--- config.mk ---
export PLATFORM = sky130hd
export DESIGN_NAME = mux4_rr_sched
export DESIGN_NICKNAME = d
export VERILOG_FILES = /design/src/rtl/mux_sched_pkg.sv /design/src/rtl/rr_pick4.sv /design/src/rtl/mux4_rr_sched.sv
export SDC_FILE = /design/constraint.sdc
export NUM_CORES = 1
export LEC_CHECK = 0
export BUFFER_PORTS_ARGS = -buffer_cell sky130_fd_sc_hd__buf_4
export CAP_MARGIN = 10
export CORE_MARGIN = 2
export CORE_UTILIZATION = 50
export CTS_BUF_LIST = sky130_fd_sc_hd__clkbuf_4 sky130_fd_sc_hd__clkbuf_8
export DETAILED_ROUTE_END_ITERATION = 6
export GPL_TIMING_DRIVEN = 0
export PLACE_DENSITY_LB_ADDON = 0.05
export SYNTH_ARGS = -nofsm -noshare
export SYNTH_HDL_FRONTEND = slang
export SYNTH_HIERARCHICAL = 1
export SYNTH_SLANG_ARGS = --single-unit
--- constraint.sdc ---
create_clock -name clk -period 3.72 [get_ports clk]
set_clock_uncertainty 0.1 [all_clocks]
set_input_delay 0.372 -clock clk [delete_from_list [all_inputs] [get_ports clk]]
set_output_delay 0.372 -clock clk [all_outputs]
set_load 0.01 [all_outputs]
--- src/rtl/mux_sched_pkg.sv ---
// Shared types and helpers for the 4:1 round-robin select scheduler.
//   state_t       : scheduler FSM states (IDLE, GRANT)
//   owner_t       : 2-bit requester index
//   owner_onehot  : converts an owner index to its one-hot request mask
package mux_sched_pkg;

    typedef enum logic {
        IDLE  = 1'b0,
        GRANT = 1'b1
    } state_t;

    typedef logic [1:0] owner_t;

    function automatic logic [3:0] owner_onehot(input owner_t o);
        return 4'b0001 << o;
    endfunction

endpackage

--- src/rtl/rr_pick4.sv ---
// Combinational round-robin pick over four requesters.
// The search starts at last+1 (mod 4) and wraps, so "last" gets lowest priority.
//   req   [3:0] : request vector
//   last  [1:0] : previous owner index
//   idx   [1:0] : chosen requester (equals last when nothing is found)
//   found       : high when any request bit is set
module rr_pick4
    import mux_sched_pkg::*;
(
    input  logic [3:0] req,
    input  owner_t     last,
    output owner_t     idx,
    output logic       found
);

    owner_t cand;

    always_comb begin
        idx   = last;
        found = 1'b0;
        cand  = last;
        // k = 1,2,3,4 maps to offsets 1,2,3,0 so "last" itself is tried last
        for (int unsigned k = 1; k <= 4; k++) begin
            cand = last + owner_t'(k);
            if (!found && req[cand]) begin
                idx   = cand;
                found = 1'b1;
            end
        end
    end

endmodule

--- src/rtl/mux4_rr_sched.sv ---
// Round-robin scheduler driving the select of a shared 4:1 datapath.
// Holds a registered one-hot grant for at most MAX_BURST cycles while other
// requesters wait, then rotates to the next pending requester.
//   clk, rst_n      : clock (rising edge) and asynchronous active-low reset
//   req  [3:0]      : level-sensitive requests, bit i = requester i
//   din0..din3      : requester data lanes, DW bits each
//   gnt  [3:0]      : registered one-hot grant, or zero when idle
//   sel  [1:0]      : registered owner index; holds its value while idle
//   dout [DW-1:0]   : combinational din[sel]
//   dout_valid      : |(gnt & req)
//   busy            : high while in GRANT
module mux4_rr_sched
    import mux_sched_pkg::*;
#(
    parameter int unsigned DW        = 8,
    parameter int unsigned MAX_BURST = 4
) (
    input  logic          clk,
    input  logic          rst_n,
    input  logic [3:0]    req,
    input  logic [DW-1:0] din0,
    input  logic [DW-1:0] din1,
    input  logic [DW-1:0] din2,
    input  logic [DW-1:0] din3,
    output logic [3:0]    gnt,
    output logic [1:0]    sel,
    output logic [DW-1:0] dout,
    output logic          dout_valid,
    output logic          busy
);

    localparam int unsigned CW = $clog2(MAX_BURST) + 1;
    localparam logic [CW-1:0] CNT_LAST = CW'(MAX_BURST - 1);

    state_t        state;
    owner_t        last;
    logic [CW-1:0] cnt;

    owner_t     pick_all_idx;
    logic       pick_all_found;
    owner_t     pick_oth_idx;
    logic       pick_oth_found;
    logic [3:0] req_others;

    // In GRANT, sel is the current owner; mask it out for burst-expiry handoff.
    assign req_others = req & ~owner_onehot(sel);

    rr_pick4 u_pick_all (
        .req   (req),
        .last  (last),
        .idx   (pick_all_idx),
        .found (pick_all_found)
    );

    rr_pick4 u_pick_oth (
        .req   (req_others),
        .last  (last),
        .idx   (pick_oth_idx),
        .found (pick_oth_found)
    );

    always_ff @(posedge clk or negedge rst_n) begin
        if (!rst_n) begin
            state <= IDLE;
            last  <= 2'b11;
            cnt   <= '0;
            gnt   <= '0;
            sel   <= 2'b00;
        end else begin
            case (state)
                IDLE: begin
                    if (pick_all_found) begin
                        state <= GRANT;
                        sel   <= pick_all_idx;
                        gnt   <= owner_onehot(pick_all_idx);
                        last  <= pick_all_idx;
                        cnt   <= '0;
                    end
                end
                GRANT: begin
                    if (!req[sel]) begin
                        // Owner released; req already excludes it, so a full pick
                        // hands off without a gap cycle.
                        if (pick_all_found) begin
                            sel  <= pick_all_idx;
                            gnt  <= owner_onehot(pick_all_idx);
                            last <= pick_all_idx;
                            cnt  <= '0;
                        end else begin
                            state <= IDLE;
                            gnt   <= '0;
                            cnt   <= '0;
                        end
                    end else if (cnt == CNT_LAST) begin
                        if (pick_oth_found) begin
                            sel  <= pick_oth_idx;
                            gnt  <= owner_onehot(pick_oth_idx);
                            last <= pick_oth_idx;
                        end else begin
                            last <= sel;
                        end
                        cnt <= '0;
                    end else begin
                        cnt <= cnt + CW'(1);
                    end
                end
                default: begin
                    state <= IDLE;
                    gnt   <= '0;
                    cnt   <= '0;
                end
            endcase
        end
    end

    always_comb begin
        dout = din0;
        case (sel)
            2'd0:    dout = din0;
            2'd1:    dout = din1;
            2'd2:    dout = din2;
            default: dout = din3;
        endcase
    end

    assign dout_valid = |(gnt & req);
    assign busy       = (state == GRANT);

endmodule

==> results of run 1 <==
-- power by group through the flow --
stage	Sequential (W)	Combinational, W	Clock, W
2_1_floorplan	0.000248	0.000495	0
3_3_place_gp	0.000244	0.000723	0
3_5_place_dp	0.000249	0.000746	0
4_1_cts	0.000248	0.000752	0.000104
5_1_grt	0.000258	0.000814	0.000110
6_report	0.000248	0.000752	0.000104
-- cells in the mapped netlist (3+ instances only) --
cell type / n
nand2_1: 4
clkbuf_1: 3
a221o_1: 5
nor2b_1: 5
dfrtp_1: 10
inv_1: 8
nor3_1: 3
mux2i_1: 4
nor2_1: 5
a21oi_1: 6
mux4_2: 7
o21a_1: 7
nand2b_1: 3
nor4_1: 3
-- timing repair --
action	in CTS	in global routing
hold endpoints to repair	10	0
hold buffers	1	0
resized for setup	0	0
-- sequential cells by signal (all words and copies together) (netlist names) --
register and count:
gnt 4, sel 2, last 2, cnt 3, busy 1
-- cell families after synthesis --
logic type      synth area share
compound gates             0.214
fa+ha+maj                 0.0119
buf+inv                   0.0606
flops                      0.287
mux                        0.252
simple gates               0.175
-- area by class of cell --
class                   count  area share
plain buffers               5      0.0221
clock buffers               4      0.0237
inverters                   8      0.0196
multi-input cells          78       0.449
flip-flops and latches     12       0.198
well taps                  27      0.0221
repair buffers             54       0.266
-- how the worst min path moves through the flow --
stage / startpoint / to / slack (ps)
after global routing: rst_n / cnt[2] / 380
after detailed placement: rst_n / cnt[1] / 120
final: rst_n / cnt[2] / 360
after CTS: rst_n / gnt[2] / 360
after global placement: rst_n / cnt[1] / 110
after floorplan: rst_n / busy / -20
-- metal layers --
metal | wire length (um) | GRT usage | vias to the layer above
li1 | - | - | 524
met1 | 1160 | 0.286 | 559
met2 | 1590 | 0.509 | 59
met3 | 293 | 0.0606 | 3
met4 | 9 | 0.0278 | 0
met5 | 0 | 0 | -
-- metrics by stage --
stage                     utilization  instances  hold WS (ps)  setup slack [ps]  total power (W)
after floorplan                     -        103         -23.6              1150         0.000743
after global placement          0.749        183           114               948         0.000967
after detailed placement        0.749        183           119               914         0.000995
after CTS                       0.773        188           365               888          0.00110
after global routing            0.773        188           385               623          0.00118
final                           0.773        188           362               865          0.00110
==> impl_metrics.csv, run 1 <==
group,metric,value,unit
worst_setup_path,cp.required,3770,ps
worst_setup_path,slowest_delay,670,ps
die,dieArea,0.00249,mm^2
worst_setup_path,start_kind,"register",
worst_setup_path,slowest_stage,"or4_1",
sta,final.setup.tns,0,ps
worst_setup_path,worst_setup_path_startpoint,"sel[1]",
worst_setup_path,critical_r2r_capture,"gnt[3]",
logic_synthesis,ys.warnings.count,6,
die,placementRows,16,
cts,cts_tree,"yes",
logic_synthesis,mappedNetlistArea,0.00105,mm^2
power_and_ir_drop,cellInternalPower,0.000646,W
logic_synthesis,ys.flop_type,"dfrtp_1",
route,postRouteWirelength,3050,um
min_path,hold_class,"primary input to async pin",
worst_setup_path,critical_path.n_buffers_inverters,2,
die,die_h,49.9,um
worst_setup_path,arrival,2900,ps
die,start_util,0.532,
global_routing,grt.overflow.total,0,
route,post_drt_via_cell_ratio,6.09,
place,place.detailed.hpwl,2420,um
final_layout,drive_above_1_share,0.435,
final_layout,combined_flip_flop_and_latch_cell_area,303,um^2
logic_synthesis,synth-seq-cells,12,
sta,max_slew.worst_pin.slew,615,ps
logic_synthesis,synth_edf_count,0,
logic_synthesis,synth.distinct_cells,34,
route,routedWlPerCell,16.2,um
logic_synthesis,sequential_to_total_area_share_from_yosys_stat,0.287,
sta,final.period_utilization,0.767,
logic_synthesis,synthCells,103,
logic_synthesis,post-synth-top-area-cell,"dfrtp_1",
die,io-pin-count,54,
power_and_ir_drop,clock_power_share,0.094,
route,antenna_violating_nets_post_route,0,
cts,cts.sink_count,12,
worst_setup_path,path_cells,"clkbuf_1, clkbuf_1, a21boi_0, or4_1, nand2_1, nor3_1, a221o_1",
worst_setup_path,cp-endpoint,"gnt[3]",
worst_setup_path,r2r_setup_slack,870,ps
power_and_ir_drop,p_per_area,720,mW/mm^2
global_routing,pin_count_of_the_biggest_net_entering_global_routing,16,
final_layout,mostFrequentLayoutCells,"buf_4, dfrtp_1, inv_1",
global_routing,via_count_of_the_first_global_routing_pass,1109,
route,dr_total_vias,1145,
sta,fmax,350,MHz
power_and_ir_drop,peak_supply_drop,0.461,mV
cts,post_cts.repair.setup_buffers,0,
cts,later_pin_clock_latency_in_the_skew_report,280,ps
logic_synthesis,synth_async_sr_flop_share,1.00,
worst_setup_path,critical_path_class,"register to register",
place,io_buffers,53,
job,drv_cap,0,
sta,timing.final.max_slew_violations,0,
worst_setup_path,regToRegStartpoint,"sel[1]",
final_layout,multi_input_area,687,um^2
cts,clk_transition_reported_paths,80,ps
global_routing,grt_util_all_layers,0.259,
worst_setup_path,critPathCaptureType,"register",
worst_setup_path,rr_worst_depth,7,
sta,period_minus_slack,2850,ps
power_and_ir_drop,netSwitchingFraction,0.415,
sta,hold_violations,0,
logic_synthesis,postSynthAreaPerCell,10.2,um^2
cts,cts_bufs_inserted,3,
power_and_ir_drop,power_frac_comb,0.681,
final_layout,most_common_cell_after_layout_fill_and_taps_aside,"buf_4",
global_routing,grt_first_pass_wirelength,4980,um
worst_setup_path,cpLargestDelayFamily,"simple AND/OR/NAND/NOR gates",
worst_setup_path,crit_top_cell,"clkbuf_1",
power_and_ir_drop,total_switching_power,0.000458,W
worst_setup_path,cp.depth,7,
final_layout,final_design_area_excluding_fillers,0.00153,mm^2
power_and_ir_drop,power_frac_seq,0.225,
cts,clock_tree_root,"clkbuf_4",
route,post-route-drc-count,0,
sta,slew-limit-headroom,0.590,
place,dpl-instance-area,0.00149,mm^2
final_layout,antenna-diode-count,0,
global_routing,antenna_violations_before_repair,0,
place,place.gp.congestion,0.833,
final_layout,nFillCells,146,
route,detail_route.first_pass.iterations,5,
logic_synthesis,mappedNetlistNets,142,
sta,grt_setup_unrepaired,"no",
route,initialDrtViolationCount,33,
logic_synthesis,synth_largest_type_area_fraction,0.238,
sta,finalSetupViolations,0,
die,design.core.area,0.00198,mm^2
logic_synthesis,synth.top_cells.by_area,"dfrtp_1, mux4_2, dfstp_2",
worst_setup_path,cp_max_fo,10,
final_layout,syn2layout_area_growth,45.4,%
power_and_ir_drop,total_leakage_power,0.745,nW
die,floorplan.die.width,49.9,um
final_layout,fin_nets,201,
cts,cts.htree.levels,1,
cts,max-clock-path-buffers,2,
status,status,"complete, no violations",
Power figures use the tool's default switching activity.
==> run 2, diff against run 1 <==
Settings changed: CORE_ASPECT_RATIO from default to 0.6, CORE_UTILIZATION 50 to 42.
Clock period 3.72 ns to 2.6 ns, I/O delays scaled along.
==> impl_metrics.csv, run 2 (synthesized netlist as in run 1, its figures left out) <==
group,metric,value,unit
cts,cts.sink_count,12,
final_layout,fin_nets,200,
cts,cts.htree.levels,1,
final_layout,mostFrequentLayoutCells,"buf_4, dfrtp_1, inv_1",
power_and_ir_drop,peak_supply_drop,0.726,mV
place,place.detailed.hpwl,2520,um
job,drv_cap,0,
sta,max_slew.worst_pin.slew,437,ps
global_routing,pin_count_of_the_biggest_net_entering_global_routing,16,
cts,clock_tree_root,"clkbuf_8",
route,antenna_violating_nets_post_route,0,
final_layout,most_common_cell_after_layout_fill_and_taps_aside,"buf_4",
power_and_ir_drop,clock_power_share,0.124,
place,place.gp.congestion,0.816,
route,post-route-drc-count,0,
die,dieArea,0.00294,mm^2
worst_setup_path,arrival,2590,ps
final_layout,antenna-diode-count,0,
route,post_drt_via_cell_ratio,5.95,
final_layout,syn2layout_area_growth,47.6,%
final_layout,largest_register_ff_count,4,
global_routing,grt.overflow.total,0,
route,detail_route.first_pass.iterations,4,
worst_setup_path,critical_path_class,"register to register",
cts,post_cts.repair.setup_buffers,0,
place,io_buffers,53,
global_routing,grt_util_all_layers,0.227,
sta,fmax,400,MHz
worst_setup_path,cp_max_fo,10,
worst_setup_path,cp.required,2680,ps
power_and_ir_drop,cellInternalPower,0.000978,W
power_and_ir_drop,netSwitchingFraction,0.408,
final_layout,drive_above_1_share,0.450,
power_and_ir_drop,total_leakage_power,0.759,nW
die,placementRows,13,
worst_setup_path,r2r_setup_slack,100,ps
worst_setup_path,start_kind,"register",
cts,max-clock-path-buffers,2,
sta,slew-limit-headroom,0.707,
min_path,hold_class,"primary input to async pin",
cts,cts_bufs_inserted,3,
sta,timing.final.max_slew_violations,0,
sta,final.period_utilization,0.962,
global_routing,grt_first_pass_wirelength,4960,um
cts,clk_transition_reported_paths,50,ps
final_layout,final_core_utilization,0.688,
cts,cts_tree,"yes",
die,start_util,0.466,
sta,grt_setup_unrepaired,"no",
die,io-pin-count,54,
route,postRouteWirelength,3110,um
final_layout,finish.cell_count_without_fillers,190,
route,initialDrtViolationCount,117,
die,die_h,42.8,um
power_and_ir_drop,p_per_area,1060,mW/mm^2
die,floorplan.die.width,68.7,um
place,placedCellCount,186,
power_and_ir_drop,power_frac_comb,0.648,
global_routing,via_count_of_the_first_global_routing_pass,1124,
sta,hold_violations,0,
route,routedWlPerCell,16.4,um
cts,later_pin_clock_latency_in_the_skew_report,240,ps
sta,finalSetupViolations,0,
final_layout,leading_registers_by_flop_count,"gnt: 4 flops, cnt: 3 flops",
power_and_ir_drop,power_frac_seq,0.228,
global_routing,antenna_violations_before_repair,0,
final_layout,largest_register,"gnt",
worst_setup_path,critPathCaptureType,"register",
power_and_ir_drop,total_switching_power,0.000674,W
status,status,"complete, no violations",
route,dr_total_vias,1131,
die,design.core.area,0.00226,mm^2
sta,period_minus_slack,2500,ps
run 2: cell types whose count changed in the layout (fill, tap and decap cells not counted):
cell and change:
clkbuf_8 +3, clkbuf_1 -3, clkbuf_4 -2, a21boi_1 +2
a21boi_0 -2, clkbuf_2 +1
run 2: final cells by class:
cell class,instances,area (um^2)
sequential,12,303
timing repair buffer,54,408
buffer,4,35.0
multi-input combinational,78,687
fill,166,706
inverter,8,30.0
tap,30,37.5
clock buffer,4,55.1
run 2: layer usage:
metal	track usage	part of all wire	up-vias
li1	-	-	525
met1	0.297	0.42	555
met2	0.371	0.49	47
met3	0.0663	0.084	4
met4	0.0480	0.011	0
met5	0	0	-
run 2: metrics by stage:
| stage | power, W | cell area [um^2] | setup WS [ps] | setup TNS [ps] | hold slack (ps) |
|---|---|---|---|---|---|
| 2_1_floorplan | 0.00106 | 1050 | 34.9 | 0 | -136 |
| 3_3_place_gp | 0.00140 | 1490 | -219 | -1320 | 4.55 |
| 3_5_place_dp | 0.00143 | 1490 | -270 | -1680 | 7.17 |
| 4_1_cts | 0.00165 | 1550 | 40.5 | 0 | 290 |
| 5_1_grt | 0.00178 | 1560 | 27.7 | 0 | 311 |
| 6_report | 0.00165 | 1560 | 97.8 | 0 | 291 |
run 2: final timing paths:
| kind | start | end | cells after the start |
|---|---|---|---|
| worst max-delay path | sel[1] | sel[1] | 7 |
| min in group clk | cnt[2] | cnt[2] | 1 |
| worst max register to register | sel[1] | sel[1] | 7 |
| worst min register to register | cnt[2] | cnt[2] | 1 |
| worst min-delay path | rst_n | cnt[1] | 2 |
| max in group asynchronous | rst_n | last[0] | 2 |
run 2: power groups by stage:
stage / logic (W) / registers [W] / clock network, W
floorplan: 0.000708 / 0.000355 / 0
global placement: 0.00104 / 0.000354 / 0
detailed placement: 0.00108 / 0.000357 / 0
CTS: 0.00106 / 0.000373 / 0.000209
global route: 0.00117 / 0.000388 / 0.000222
finish: 0.00107 / 0.000377 / 0.000205
run 2: worst max-delay path, cell delays in order (launching register included):
cell and delay (ps):
dfrtp_1 520, clkbuf_2 300, a21boi_1 160, or4_1 630, mux2i_1 150, and4_1 210
a21oi_1 190, o21a_1 170
run 2: timing repair:
| action | CTS | global route |
|---|---|---|
| resized for setup | 2 | 4 |
| hold endpoints to repair | 12 | 0 |
| endpoints found under the setup margin | 8 | 6 |
| hold buffers | 1 | 0 |
==> run 3, diff against run 2 <==
Settings changed: CORE_ASPECT_RATIO 0.6 to 1.5.
==> impl_metrics.csv, run 3 (synthesized netlist as in run 1, its figures left out) <==
group,metric,value,unit
worst_setup_path,crit_top_cell,"o21a_1",
die,floorplan.die.width,44.9,um
final_layout,largest_register_ff_count,4,
die,die_h,65.3,um
status,status,"complete, no violations",
final_layout,most_common_cell_after_layout_fill_and_taps_aside,"buf_4",
worst_setup_path,rr_worst_depth,9,
die,dieArea,0.00293,mm^2
cts,clock_tree_root,"clkbuf_4",
place,detailedPlace.worstSlack,-269,ps
global_routing,busiest_layer,"met2",
job,drv_cap,0,
route,post-route-drc-count,0,
global_routing,grt_first_pass_wirelength,4620,um
final_layout,mostFrequentLayoutCells,"buf_4, dfrtp_1, inv_1",
sta,slew-limit-headroom,0.737,
route,post_drt_via_cell_ratio,5.92,
global_routing,gr-usage-met3,0.0165,
worst_setup_path,slowest_stage,"or4_4",
final_layout,final_core_utilization,0.635,
worst_setup_path,critPathCaptureType,"register",
cts,cts_bufs_inserted,3,
place,place.detailed.hpwl,2290,um
sta,fmax,423,MHz
sta,max_slew.worst_pin.slew,393,ps
die,placementRows,22,
route,detail_route.first_pass.iterations,5,
sta,hold_violations,0,
global_routing,via_count_of_the_first_global_routing_pass,1118,
power_and_ir_drop,total_leakage_power,0.753,nW
worst_setup_path,slowest_delay,450,ps
worst_setup_path,cp.required,2720,ps
worst_setup_path,critical_path_class,"register to register",
worst_setup_path,worst_setup_path_startpoint,"sel[0]",
final_layout,largest_register,"gnt",
power_and_ir_drop,peak_supply_drop,0.612,mV
cts,cts.htree.levels,1,
final_layout,nFillCells,214,
die,io-pin-count,54,
power_and_ir_drop,p_per_area,1030,mW/mm^2
global_routing,antenna_violations_before_repair,0,
final_layout,drive_above_1_share,0.469,
sta,finalSetupViolations,0,
final_layout,leading_registers_by_flop_count,"gnt: 4 flops, cnt: 3 flops",
sta,whs,257,ps
sta,period_minus_slack,2360,ps
route,antenna_violating_nets_post_route,0,
route,dr_total_vias,1089,
sta,final.period_utilization,0.909,
cts,later_pin_clock_latency_in_the_skew_report,270,ps
final_layout,fin_nets,200,
cts,clk_transition_reported_paths,80,ps
sta,grt_setup_unrepaired,"no",
place,place.gp.congestion,0.805,
global_routing,grt_util_all_layers,0.211,
final_layout,antenna-diode-count,0,
cts,cts.sink_count,12,
global_routing,grt.overflow.total,0,
place,io_buffers,53,
sta,timing.final.max_slew_violations,0,
worst_setup_path,cp_max_fo,10,
route,initialDrtViolationCount,36,
final_layout,syn2layout_area_growth,46.0,%
sta,post-route-worst-setup-slack,236,ps
cts,max-clock-path-buffers,2,
worst_setup_path,arrival,2480,ps
route,postRouteWirelength,2850,um
global_routing,grtUsageMet2,0.411,
route,routedWlPerCell,15.5,um
cts,cts_tree,"yes",
global_routing,pin_count_of_the_biggest_net_entering_global_routing,16,
die,start_util,0.435,
die,design.core.area,0.00242,mm^2
worst_setup_path,regToRegStartpoint,"sel[0]",
worst_setup_path,path_cells,"buf_6, clkbuf_2, inv_1, o21a_1, or4_4, mux2i_1, and4_1, a21oi_1, o21a_1",
global_routing,grtUsageMet1,0.210,
min_path,hold_class,"primary input to async pin",
worst_setup_path,start_kind,"register",
[run 3: cell counts in the layout (fill, tap and decap cells not counted)]
No cell type changed its count.
[run 3: what timing repair did]
action / in CTS / in global routing
endpoints found under the hold margin: 12 / 0
setup endpoints to repair: 8 / 8
hold buffers: 1 / 0
resized for setup: 2 / 5
setup buffers: 0 / 0
[run 3: power by group]
| part | switching (W) | leakage, nW | internal [W] |
|---|---|---|---|
| Sequential | 0.0000959 | 0.144 | 0.000269 |
| Combinational | 0.000484 | 0.588 | 0.000577 |
| Clock | 0.0000657 | 0.0210 | 0.0000852 |
[run 3: through the flow]
step	power, W	instance area, um^2	cells	TNS, ps
after floorplan	0.00106	1050	103	0
after global placement	0.00139	1480	180	-1620
final	0.00158	1540	184	0
after global routing	0.00170	1540	184	0
after CTS	0.00157	1530	184	0
after detailed placement	0.00142	1480	180	-1740
[run 3: worst max-delay path: cells and delay by family (launching register included)]
family	cells	cell delay, ps
buffers and inverters	3	500
multiplexers	1	140
AND/OR/NAND/NOR	2	660
AO/OA/AOI/OAI	3	540
flip-flops	1	360
[run 3: worst paths after layout]
path / slack (ps) / to
worst max-delay path: 240 / sel[1]
worst min-delay path: 260 / gnt[3]
worst max register to register: 240 / sel[1]
worst min register to register: 400 / cnt[2]
max in group asynchronous: 1920 / last[0]
min in group clk: 400 / cnt[2]
[run 3: cell type report]
| cell class | instances | area [um^2] | area share |
|---|---|---|---|
| plain buffers | 4 | 32.5 | 0.0212 |
| clock buffers | 4 | 36.3 | 0.0236 |
| inverters | 8 | 30.0 | 0.0195 |
| multi-input cells | 78 | 698 | 0.454 |
| flip-flops and latches | 12 | 303 | 0.197 |
| well taps | 24 | 30.0 | 0.0195 |
| repair buffers | 54 | 408 | 0.265 |
[run 3: layer usage]
metal,up-vias,part of all wire
li1,524,-
met2,45,0.57
met1,514,0.34
met4,0,0.020
met5,-,0
met3,6,0.073
